File: src/rtl/spectrum_reader.sv
// Streams one FFT frame out of the window RAM in natural bin order over valid/ready,
// undoing the bit-reversed storage order and tracking the peak bin of the frame.
module spectrum_reader #(
  parameter int SIZE   = 64,
  parameter int ADDR_W = 6,
  parameter int DATA_W = 32,
  parameter bit BITREV = 1'b1
) (
  input  logic              clk,
  input  logic              rst,
  input  logic              start,
  output logic              busy,
  output logic [ADDR_W-1:0] ram_addr,
  input  logic [DATA_W-1:0] ram_dout,
  output logic [DATA_W-1:0] m_data,
  output logic [ADDR_W-1:0] m_bin,
  output logic              m_first,
  output logic              m_last,
  output logic              m_valid,
  input  logic              m_ready,
  output logic              done,
  output logic [ADDR_W-1:0] peak_bin,
  output logic [DATA_W-1:0] peak_mag,
  output logic              overrun
);

  typedef enum logic [1:0] {IDLE, READ, DRAIN, DONE} state_t;

  state_t              state;
  logic [ADDR_W:0]     rd_bin;
  logic                inflight;
  logic [ADDR_W-1:0]   inflight_bin;
  logic [ADDR_W-1:0]   addr_hold;
  logic [ADDR_W-1:0]   bin_nat;
  logic [ADDR_W-1:0]   bin_rev;
  logic [ADDR_W-1:0]   issue_addr;
  logic [DATA_W-1:0]   fifo_data [2];
  logic [ADDR_W-1:0]   fifo_bin  [2];
  logic                rd_ptr;
  logic                wr_ptr;
  logic [1:0]          count;
  logic [2:0]          occ_after_pop;
  logic                pop;
  logic                issue;
  logic [ADDR_W-1:0]   run_bin;
  logic [DATA_W-1:0]   run_mag;

  assign bin_nat = rd_bin[ADDR_W-1:0];

  for (genvar gi = 0; gi < ADDR_W; gi++) begin : g_rev
    assign bin_rev[gi] = bin_nat[ADDR_W-1-gi];
  end

  assign issue_addr = BITREV ? bin_rev : bin_nat;

  assign m_valid = (count != 2'd0);
  assign pop     = m_valid && m_ready;
  assign m_data  = fifo_data[rd_ptr];
  assign m_bin   = fifo_bin[rd_ptr];
  assign m_first = m_valid && (m_bin == '0);
  assign m_last  = m_valid && (m_bin == ADDR_W'(SIZE - 1));

  // Reads in flight plus FIFO entries never exceed two, so the FIFO cannot overflow.
  assign occ_after_pop = {1'b0, count} + {2'b0, inflight} - {2'b0, pop};
  assign issue = (state == READ) && (rd_bin != (ADDR_W + 1)'(SIZE)) && (occ_after_pop < 3'd2);

  // The address is presented in the issue cycle itself; otherwise the last one is held.
  assign ram_addr = issue ? issue_addr : addr_hold;

  always_ff @(posedge clk or posedge rst) begin
    if (rst) begin
      inflight     <= 1'b0;
      inflight_bin <= '0;
      addr_hold    <= '0;
    end else begin
      inflight <= issue;
      if (issue) begin
        inflight_bin <= bin_nat;
        addr_hold    <= issue_addr;
      end
    end
  end

  always_ff @(posedge clk or posedge rst) begin
    if (rst) begin
      rd_ptr <= 1'b0;
      wr_ptr <= 1'b0;
      count  <= 2'd0;
      for (int i = 0; i < 2; i++) begin
        fifo_data[i] <= '0;
        fifo_bin[i]  <= '0;
      end
    end else begin
      if (inflight) begin
        fifo_data[wr_ptr] <= ram_dout;
        fifo_bin[wr_ptr]  <= inflight_bin;
        wr_ptr            <= ~wr_ptr;
      end
      if (pop) begin
        rd_ptr <= ~rd_ptr;
      end
      count <= count + {1'b0, inflight} - {1'b0, pop};
    end
  end

  always_ff @(posedge clk or posedge rst) begin
    if (rst) begin
      state    <= IDLE;
      rd_bin   <= '0;
      busy     <= 1'b0;
      done     <= 1'b0;
      overrun  <= 1'b0;
      peak_bin <= '0;
      peak_mag <= '0;
      run_bin  <= '0;
      run_mag  <= '0;
    end else begin
      done <= 1'b0;
      // Strict compare keeps the lower bin on ties; raw bits order non-negative floats.
      if (pop && (m_data > run_mag)) begin
        run_bin <= m_bin;
        run_mag <= m_data;
      end
      if (start && (state != IDLE)) begin
        overrun <= 1'b1;
      end
      case (state)
        IDLE: begin
          if (start) begin
            state   <= READ;
            busy    <= 1'b1;
            rd_bin  <= '0;
            overrun <= 1'b0;
            run_bin <= '0;
            run_mag <= '0;
          end
        end
        READ: begin
          if (issue) begin
            rd_bin <= rd_bin + 1'b1;
          end
          if (rd_bin == (ADDR_W + 1)'(SIZE)) begin
            state <= DRAIN;
          end
        end
        DRAIN: begin
          if ((count == 2'd0) && !inflight) begin
            state    <= DONE;
            done     <= 1'b1;
            peak_bin <= run_bin;
            peak_mag <= run_mag;
          end
        end
        DONE: begin
          state <= IDLE;
          busy  <= 1'b0;
        end
        default: state <= IDLE;
      endcase
    end
  end

endmodule
File: config.mk
export PLATFORM = sky130hd
export DESIGN_NAME = spectrum_reader
export DESIGN_NICKNAME = d
export VERILOG_FILES = /design/src/rtl/spectrum_reader.sv
export SDC_FILE = /design/constraint.sdc
export NUM_CORES = 1
export LEC_CHECK = 0
export BUFFER_PORTS_ARGS = -buffer_cell sky130_fd_sc_hd__buf_2
export CAP_MARGIN = 10
export CORE_UTILIZATION = 52
export CTS_CLUSTER_SIZE = 40
export DETAILED_ROUTE_END_ITERATION = 10
export PLACE_DENSITY_LB_ADDON = 0.12
export SLEW_MARGIN = 25
export SYNTH_ARGS = -nofsm -noshare
export SYNTH_HDL_FRONTEND = slang
export SYNTH_SLANG_ARGS = --single-unit
File: constraint.sdc
create_clock -name clk -period 5.55 [get_ports clk]
set_input_delay 0.8325 -clock clk [delete_from_list [all_inputs] [get_ports clk]]
set_output_delay 0.8325 -clock clk [all_outputs]
set_load 0.05 [all_outputs]
Yosys cells after proc, flatten, opt, wreduce, memory -nomap -nowiden
Cells that the tools add are included.
Storage, ports and cells
  flip-flop bits (word level): 181
  output and inout bits: 88
  word-level logic and storage cells: 97
Cells by class
  add/subtract/negate cells: 5
  $lt $le $gt $ge: 5
  equal/unequal tests: 10
  muxes and demuxes: 33
  bitwise operators: 4
  reductions and logical operators: 21
Operator list (count)
  $mux W32: 7
  $bwmux W64: 1
  $mux W6: 8
  $demux W32 S1: 1
  $gt A32 B32 Y1: 1
  $mux W7: 2
  $pmux W7 S2: 1
  $bwmux W12: 1
  $logic_and A1 B1 Y1: 9
  $pmux W2 S4: 1
  $reduce_bool A2 Y1: 4
  $add A7 B1 Y7 const B: 1
  $eq A7 B7 Y1 const B: 1
  $ne A7 B7 Y1 const B: 1
  $demux W6 S1: 1
  $eq A6 B6 Y1 const B: 1
  $logic_not A6 Y1: 1
  $mux W1: 6
  $mux W2: 3
  $ne A2 B2 Y1 const B: 3
  $reduce_and A3 Y1: 2
  $eq A2 B2 Y1 const B: 2
  $ge A2 B2 Y1 const B: 2
  $logic_not A2 Y1: 2
  13 further kinds: 16

Depth between registers and ports, before layout
Gate-level depths: netlist (run 1).
  depth in word-level cells: 9
  gate-level depth with buffers: 16
  mapped depth without buffers: 14

Worst setup path before layout (run 1)
No wires, ideal clock.
  path type: register -> output
  from: register count[1]
  to: output port ram_addr[4]
  data arrival time: 3.686 ns
  path slack: 1.031 ns
  cell stages (with the launch flop): 14
  cell sequence: dfrtp_1 -> or2_1 -> buf_2 -> nand2_1 -> inv_1 -> ha_1 -> inv_1 -> ha_1 -> inv_1 -> fa_1 -> inv_1 -> a2111o_1 -> buf_6 -> o21ai_0
Between the ends
  longest elaborated chain between the ends: 6
RTL lines
  start: declaration: RTL line 41  | logic [1:0] count;
  start signal: assignment: RTL line 102  | count <= count + {1'b0, inflight} - {1'b0, pop};
  $reduce_bool A2 Y1: RTL line 56  | assign m_valid = (count != 2'd0);
  via m_valid: RTL line 19  | output logic m_valid,
  $logic_and A1 B1 Y1: RTL line 57  | assign pop = m_valid && m_ready;
  via pop: RTL line 43  | logic pop;
  $sub A3 B1 Y3: RTL line 64  | assign occ_after_pop = {1'b0, count} + {2'b0, inflight} - {2'b0, pop};
  via occ_after_pop[1]: RTL line 42  | logic [2:0] occ_after_pop;
  $lt A3 B2 Y1: RTL line 65  | assign issue = (state == READ) && (rd_bin != (ADDR_W + 1)'(SIZE)) && (occ_after_pop < 3'd2);
  $logic_and A1 B1 Y1: RTL line 65
  $mux W6
  end: declaration: RTL line 13  | output logic [ADDR_W-1:0] ram_addr,
The timed path passes the listed nets, and every way through them passes these cells.

Worst setup path after layout (run 1)
  from: register count[1]
  to: output port ram_addr[1]
Between the ends
  longest elaborated chain between the ends: 6
RTL lines
  $reduce_bool A2 Y1: RTL line 56
  $logic_and A1 B1 Y1: RTL line 57
  via pop: RTL line 43
  $sub A3 B1 Y3: RTL line 64
  via occ_after_pop[1]: RTL line 42
  $lt A3 B2 Y1: RTL line 65
  $logic_and A1 B1 Y1: RTL line 65
  via issue: RTL line 44  | logic issue;
  $mux W6
The timed path passes the listed nets, and every way through them passes these cells.

==> impl_metrics.json, run 1 <==
{
  "grt_pass1_vias": 6162,
  "fp.coreArea_mm2": 0.0159,
  "dpl_cell_area_mm2": 0.00933,
  "wire_per_inst_um": 18.1,
  "grt_pass1_wl_mm": 31.1,
  "io_buffers": 123,
  "gp_congestion": 0.813,
  "vias": 5912,
  "critical_path.cell_chain": "or2_1 > nand2_1 > inv_1 > ha_1 > inv_1 > ha_1 > inv_1 > fa_1 > inv_1 > a2111o_1 > inv_1 > nand2_1 > nand2_1 > buf_2",
  "synth_area_leader_cell": "dfrtp_1",
  "area_delta_synth_final_pct": 17.4,
  "htreeDepth": 4,
  "syn_inst": 712,
  "cp-end-kind": "output port",
  "insertion_delay_ps": 430,
  "cts_buffers": 17,
  "die_w_um": 130,
  "grt_antenna_before_repair": 2,
  "ys_ff_latch": 181,
  "viasPerCell": 5.61,
  "seq_area_frac_synth": 0.532,
  "synth_nets": 789,
  "synth.distinct_cells": 45,
  "gr-usage-all-layers": 0.243,
  "final_antenna_net_count": 0,
  "cp_top_family": "adder cells",
  "relSlewSlack": 0.351,
  "yosys-top-cells-area": "dfrtp_1 53%, mux2_2 20%, ha_1 5.9%, a21oi_1 3.1%, nand3_1 2.3%",
  "critPathArrivalTime_ps": 3780,
  "period_share": 0.831,
  "fmax_mhz": 217,
  "period_needed_ps": 4610,
  "drt_iter0_markers": 334,
  "filler_cell_count": 1291,
  "synth-edff-count": 0,
  "start_util": 0.534,
  "hold_class": "reg -> reg",
  "fin_skew_ps": 10.6,
  "drc": 0,
  "cts.hold.buffers_added": 0,
  "io_pins": 124,
  "cp_num_buf_inv": 6,
  "crit_path_top_delay_cell": "a2111o_1",
  "tns_ps": 0,
  "overflow": 0,
  "cts_max_path_buffers": 2,
  "syn_area_mm2": 0.00852,
  "worst_pin_slew_ps": 949,
  "critPathMaxStageDelay_ps": 620,
  "cts_tree": "yes",
  "clk_pin_slew_ps": 70,
  "dieArea_mm2": 0.0169,
  "cp_max_fo": 19,
  "design_area_mm2": 0.0100,
  "clockRootBuffer": "clkbuf_16",
  "ys_warn_count": 0,
  "ys_top_cells_by_count": "181 x dfrtp_1, 150 x mux2_2, 53 x a21oi_1, 47 x inv_1, 41 x nand2_1",
  "postCtsSetupBuffers": 0,
  "critical_path_class": "reg -> out",
  "grt_max_degree": 182,
  "cp_common_cell": "inv_1",
  "syn_avg_cell_area_um2": 12.0,
  "async_flop_share": 1.00,
  "fin_nets": 901,
  "status": "finished clean",
  "row_count": 46,
  "required_ps": 4720,
  "dr.pass1.iters": 4,
  "critPathLaunchType": "flip-flop",
  "drv_slew": 0,
  "synthFlopType": "dfrtp_1",
  "hold_violations": 0,
  "post_cts_resized": 0,
  "layout-drive-gt1-share": 0.392,
  "cts_sinks": 181,
  "drv_cap": 0,
  "synth_top_area_frac": 0.532,
  "dp_hpwl_mm": 12.7,
  "synth.most_common_cell": "dfrtp_1",
  "routed_wl_mm": 19.1,
  "die_h_um": 130,
  "grt_setup_unrepaired": "false",
  "setup_viol": 0
}
==> worst paths after layout <==
| kind | startpoint | end | slack [ps] | depth (start not counted) |
|---|---|---|---|---|
| max | count[1]$_DFF_PP0_ | ram_addr[1] | 940 | 14 |
| min | addr_hold[3]$_DFF_PP0_ | addr_hold[3]$_DFF_PP0_ | 470 | 2 |
| max reg2reg | rd_ptr$_DFFE_PP0P_ | run_mag[14]$_DFF_PP0_ | 1380 | 8 |
| min reg2reg | addr_hold[3]$_DFF_PP0_ | addr_hold[3]$_DFF_PP0_ | 470 | 2 |
| max in group asynchronous | rst | run_bin[5]$_DFF_PP0_ | 4200 | 4 |
| min in group asynchronous | rst | peak_mag[24]$_DFFE_PP0P_ | 560 | 3 |
==> area by class of cell <==
type                    instances  area, µm²  area share
diodes                          1       2.50    0.000250
well taps                     216        270      0.0270
inverters                      47        180      0.0180
multi-input cells             445       3650       0.365
clock buffers                  22        484      0.0484
flip-flops and latches        181       4530       0.453
clock inverters                10        121      0.0121
repair buffers                132        756      0.0756
==> layout by cell type, fill, tap and decap left out, types with 3 or more instances in the layout <==
| cell | n |
|---|---|
| a21o_1 | 4 |
| a21oi_1 | 53 |
| and2_1 | 4 |
| buf_16 | 3 |
| buf_2 | 123 |
| buf_4 | 5 |
| clkbuf_16 | 17 |
| clkbuf_8 | 4 |
| clkinvlp_4 | 5 |
| dfrtp_1 | 180 |
| ha_1 | 40 |
| inv_1 | 46 |
| mux2_2 | 150 |
| mux2i_1 | 3 |
| nand2_1 | 40 |
| nand3_1 | 39 |
| nand4_1 | 9 |
| nor2_1 | 5 |
| nor3_1 | 7 |
| nor3_2 | 4 |
| nor4_1 | 3 |
| o21a_1 | 3 |
| o21ai_0 | 14 |
| o21ai_1 | 35 |
==> sequential cells by signal, indices dropped and copies added (netlist names), named ones only <==
| name | cells |
|---|---|
| done | 1 |
| fifo_data | 64 |
| peak_mag | 32 |
| run_bin | 6 |
| addr_hold | 6 |
| state | 2 |
| inflight_bin | 6 |
| inflight | 1 |
| busy | 1 |
| rd_bin | 7 |
| rd_ptr | 1 |
| peak_bin | 6 |
| fifo_bin | 12 |
| count | 2 |
| run_mag | 32 |
| wr_ptr | 1 |
==> worst register-to-register path: cells and delay by family (launching register included) <==
kind            cells  cell delay [ps]
simple gates        3             1170
flops               1              950
fa+ha+maj           1              310
mux                 1              460
compound gates      3             1190
==> logic make-up (layout without fill, tap and decap cells) <==
logic type	count (synthesis)	count (layout)	share of synthesized area
mux	154	154	0.203
compound gates	123	123	0.0809
other cells	0	1	0
buf+inv	86	211	0.0454
xor+xnor	4	4	0.00411
fa+ha+maj	41	41	0.0611
simple gates	123	123	0.0736
flops	181	181	0.532
==> routing by layer <==
| layer | part of all wire | wire [µm] | global-route usage |
|---|---|---|---|
| met5 | 0 | 0 | 0 |
| met4 | 0.015 | 288 | 0.0862 |
| met3 | 0.053 | 1010 | 0.0562 |
| met2 | 0.48 | 9230 | 0.399 |
| met1 | 0.45 | 8530 | 0.316 |
==> metrics by stage <==
stage	cells	util	setup WS (ps)	hold slack, ps
final	1054	0.627	937	470
after global routing	1053	0.627	679	498
after CTS	1051	0.623	925	479
after detailed placement	1019	0.585	1230	462
after global placement	1018	0.583	1300	459
after floorplan	712	-	1030	458
Power of run 1 is not shown: default switching activity piles up to over one toggle a cycle in this logic, so the estimate is an artifact.
==> run 2, diff against run 1 <==
Clock period 5.55 ns to 3.85 ns, I/O delays scaled along.
==> impl_metrics.json, run 2 (synthesized netlist as in run 1, its figures left out) <==
{
  "clk_pin_slew_ps": 60,
  "required_ps": 3270,
  "clockRootBuffer": "clkbuf_16",
  "grt_pass1_vias": 6103,
  "hold_violations": 0,
  "fin_skew_ps": 7.87,
  "fin_nets": 921,
  "drt_iter0_markers": 258,
  "critPathLaunchType": "flip-flop",
  "wire_per_inst_um": 18.2,
  "period_share": 0.968,
  "cts_tree": "yes",
  "cts.hold.buffers_added": 0,
  "insertion_delay_ps": 420,
  "largest_register_ffs": 64,
  "setup_viol": 0,
  "die_w_um": 130,
  "htreeDepth": 4,
  "period_needed_ps": 3730,
  "fp.coreArea_mm2": 0.0159,
  "grt_antenna_before_repair": 1,
  "grt_max_degree": 182,
  "hold_class": "in -> async",
  "cts_max_path_buffers": 2,
  "reg_top3": "fifo_data x64, peak_mag x32, run_mag x32",
  "cts_sinks": 181,
  "vias": 6004,
  "start_util": 0.534,
  "cts_buffers": 17,
  "drc": 0,
  "cp-end-kind": "output port",
  "critPathMaxStageDelay_ps": 510,
  "layout_commonest_cell": "dfrtp_1",
  "routed_wl_mm": 19.5,
  "status": "finished clean",
  "gp_congestion": 0.827,
  "io_pins": 124,
  "area_delta_synth_final_pct": 19.9,
  "drv_cap": 0,
  "fmax_mhz": 268,
  "dr.pass1.iters": 4,
  "cp_top_family": "adder cells",
  "layout_common_cells": "180 x dfrtp_1, 150 x mux2_2, 117 x buf_2",
  "die_h_um": 130,
  "critical_path.cell_chain": "or2_4 > nand2_4 > inv_2 > ha_4 > inv_2 > ha_2 > inv_1 > fa_1 > inv_1 > a2111o_1 > buf_6 > nand2_1 > nand2_2 > buf_8",
  "final_antenna_net_count": 0,
  "overflow": 0,
  "whs_ps": 234,
  "critPathArrivalTime_ps": 3150,
  "gr-usage-all-layers": 0.241,
  "crit_path_top_delay_cell": "a2111o_1",
  "critical_path_class": "reg -> out",
  "io_buffers": 123,
  "relSlewSlack": 0.521,
  "cp_max_fo": 7,
  "dp_hpwl_mm": 13.3,
  "viasPerCell": 5.59,
  "largest-register": "fifo_data",
  "layout-drive-gt1-share": 0.421,
  "drv_slew": 0,
  "row_count": 46,
  "worst_pin_slew_ps": 719,
  "grt_pass1_wl_mm": 31.1,
  "cp_num_buf_inv": 6,
  "dieArea_mm2": 0.0169
}
-- run 2: cell types whose count changed in the layout (fill, tap and decap cells not counted), sizes merged --
cell | previous run | this run
buf | 132 | 152
bufinv | 2 | 1
clkbuf | 22 | 25
clkinv | 3 | 1
clkinvlp | 5 | 6
inv | 47 | 46
-- run 2: area by class of cell --
cell class	instances	area, µm²
Fill cell	1276	5730
Sequential cell	181	4530
Multi-Input combinational cell	445	3700
Timing Repair Buffer	152	973
Clock buffer	25	485
Tap cell	216	270
Inverter	47	180
Clock inverter	7	72.6
Antenna cell	1	2.50
-- run 2: path summary, 6_finish.rpt --
kind	slack, ps	end	from	cells past startpoint
min in group clk	390	fifo_data[21]$_DFFE_PP0P_	ram_dout[21]	2
min reg2reg	480	addr_hold[5]$_DFF_PP0_	addr_hold[5]$_DFF_PP0_	2
max	120	ram_addr[0]	count[0]$_DFF_PP0_	14
max in group asynchronous	2760	run_mag[11]$_DFF_PP0_	rst	4
min	230	fifo_data[27]$_DFFE_PP0P_	rst	3
max reg2reg	370	run_mag[1]$_DFF_PP0_	rd_ptr$_DFFE_PP0P_	11
-- run 2: worst reg2reg max path, cell delays in order (launching register included) --
cell     delay, ps
dfrtp_2        440
buf_4          250
mux2_2         410
ha_1           310
nand4_1        250
nor4_1         510
nor3b_2        350
o31ai_4        240
buf_8          220
buf_4          190
nand3_1        110
a21oi_1         70
-- run 2: timing repair --
item	CTS	global route
pin swaps	2	6
endpoints found under the setup margin	6	6
buffers inserted	5	3
gates resized for setup	11	27
-- run 2: through the flow --
step                TNS (ps)  cells  cell area [µm²]  setup slack, ps   util
finish                     0   1074            10200              122  0.641
global route           -11.2   1073            10200            -8.81  0.641
CTS                        0   1068            10000             11.9  0.630
detailed placement         0   1031             9420              164  0.591
global placement           0   1029             9380              303  0.588
floorplan               -997    712             8520             -414      -
-- run 2: per-layer routing --
metal / global-route usage / wire, µm / vias to the layer above
met1: 0.309 / 8700 / 3070
li1: - / - / 2781
met5: 0 / 0 / -
met3: 0.0582 / 822 / 19
met2: 0.413 / 9850 / 134
met4: 0.0602 / 150 / 0
Power of run 2 is left out for the same reason.
==> run 3, diff against run 2 <==
Settings changed: REMOVE_ABC_BUFFERS set to 1.
==> impl_metrics.json, run 3 (synthesized netlist as in run 1, its figures left out) <==
{
  "routed_wl_mm": 19.2,
  "htreeDepth": 4,
  "cts_max_path_buffers": 2,
  "gr-usage-all-layers": 0.239,
  "cp_max_fo": 7,
  "fin_nets": 921,
  "cts_buffers": 17,
  "io_buffers": 123,
  "dr.pass1.iters": 4,
  "layout-drive-gt1-share": 0.429,
  "fin_skew_ps": 8.83,
  "area_delta_synth_final_pct": 20.8,
  "grt_pass1_vias": 6065,
  "critPathArrivalTime_ps": 3210,
  "layout_commonest_cell": "dfrtp_1",
  "start_util": 0.534,
  "io_pins": 124,
  "vias": 5982,
  "fp.coreArea_mm2": 0.0159,
  "row_count": 46,
  "period_share": 0.984,
  "cp_common_cell": "inv_2",
  "worst_pin_slew_ps": 975,
  "post-route-util": 0.645,
  "clk_pin_slew_ps": 70,
  "reg_top3": "fifo_data x64, peak_mag x32, run_mag x32",
  "status": "finished clean",
  "grt_setup_unrepaired": "true",
  "drc": 0,
  "required_ps": 3270,
  "relSlewSlack": 0.350,
  "drv_cap": 0,
  "setup_viol": 0,
  "tns_ps": 0,
  "wire_per_inst_um": 17.9,
  "drv_slew": 0,
  "insertion_delay_ps": 430,
  "crit_path_top_delay_cell": "a2111o_1",
  "hold_violations": 0,
  "grt_antenna_before_repair": 0,
  "drt_iter0_markers": 240,
  "die_h_um": 130,
  "diodes": 0,
  "dp_hpwl_mm": 12.9,
  "hold_class": "in -> async",
  "dpl_cell_area_mm2": 0.00938,
  "largest-register": "fifo_data",
  "dieArea_mm2": 0.0169,
  "viasPerCell": 5.58,
  "critPathMaxStageDelay_ps": 540,
  "filler_cell_count": 1238,
  "gp_congestion": 0.865,
  "reg2regPathDepth": 11,
  "grt_pass1_wl_mm": 30.5,
  "cp-end-kind": "output port",
  "period_needed_ps": 3790,
  "critical_path_class": "reg -> out",
  "final_antenna_net_count": 0,
  "cts_tree": "yes",
  "design_area_mm2": 0.0103,
  "critPathLaunchType": "flip-flop",
  "overflow": 0,
  "layout_common_cells": "180 x dfrtp_1, 150 x mux2_2, 117 x buf_2",
  "die_w_um": 130,
  "grt_max_degree": 107,
  "fmax_mhz": 264,
  "cts.hold.buffers_added": 0,
  "critical_path.cell_chain": "or2_4 > nand2_4 > inv_2 > ha_4 > inv_2 > ha_4 > inv_2 > fa_1 > inv_2 > a2111o_1 > inv_2 > nand2_2 > nand2_2 > buf_8",
  "clockRootBuffer": "clkbuf_16",
  "largest_register_ffs": 64,
  "cts_sinks": 181
}
-- run 3: changes by cell type in the layout (fill, tap and decap cells not counted), sizes merged --
cell      previous run  this run
bufinv               1         4
clkbuf              25        22
clkinv               1         2
clkinvlp             6         2
diode                1         0
inv                 46        49
-- run 3: final cells by class --
class                   count  area, µm²  share of cell area
clock buffers              22        494              0.0480
clock inverters            10        166              0.0162
inverters                  47        184              0.0179
multi-input cells         445       3710               0.361
flip-flops and latches    181       4530               0.440
well taps                 216        270              0.0263
repair buffers            152        930              0.0904
-- run 3: path summary, 6_finish.rpt --
kind | startpoint | endpoint | slack, ps
min reg2reg | addr_hold[5]$_DFF_PP0_ | addr_hold[5]$_DFF_PP0_ | 490
max reg2reg | rd_ptr$_DFFE_PP0P_ | run_mag[7]$_DFF_PP0_ | 320
max in group asynchronous | rst | run_bin[2]$_DFF_PP0_ | 2640
min in group clk | ram_dout[27] | fifo_data[27]$_DFFE_PP0P_ | 390
min | rst | fifo_data[34]$_DFFE_PP0P_ | 270
max | count[1]$_DFF_PP0_ | ram_addr[1] | 60
-- run 3: routing by layer --
layer,global-route usage,share of wire,up-vias
met4,0.0944,0.019,0
met3,0.0472,0.041,28
li1,-,-,2775
met5,0,0,-
met2,0.406,0.51,151
met1,0.302,0.43,3028
-- run 3: repair_timing --
action / CTS / global route
resized for setup: 11 / 31
pin swaps: 2 / 11
endpoints found under the setup margin: 6 / 6
setup buffers: 5 / 6
-- run 3: worst max-delay path: cells and delay by family, from the launching register on --
family / cells / cell delay, ps
AO/OA/AOI/OAI: 1 / 540
adder cells (fa/ha/maj): 3 / 840
buffers and inverters: 6 / 510
flip-flops: 1 / 400
AND/OR/NAND/NOR: 4 / 490
-- run 3: through the flow --
| stage | hold WS (ps) | worst slack [ps] | std cells |
|---|---|---|---|
| floorplan | 459 | -1640 | 673 |
| global placement | 448 | 289 | 1029 |
| detailed placement | 462 | 181 | 1029 |
| CTS | 374 | 13.5 | 1066 |
| global route | 330 | -63.5 | 1073 |
| finish | 270 | 60.6 | 1073 |
Power of run 3 is left out for the same reason.
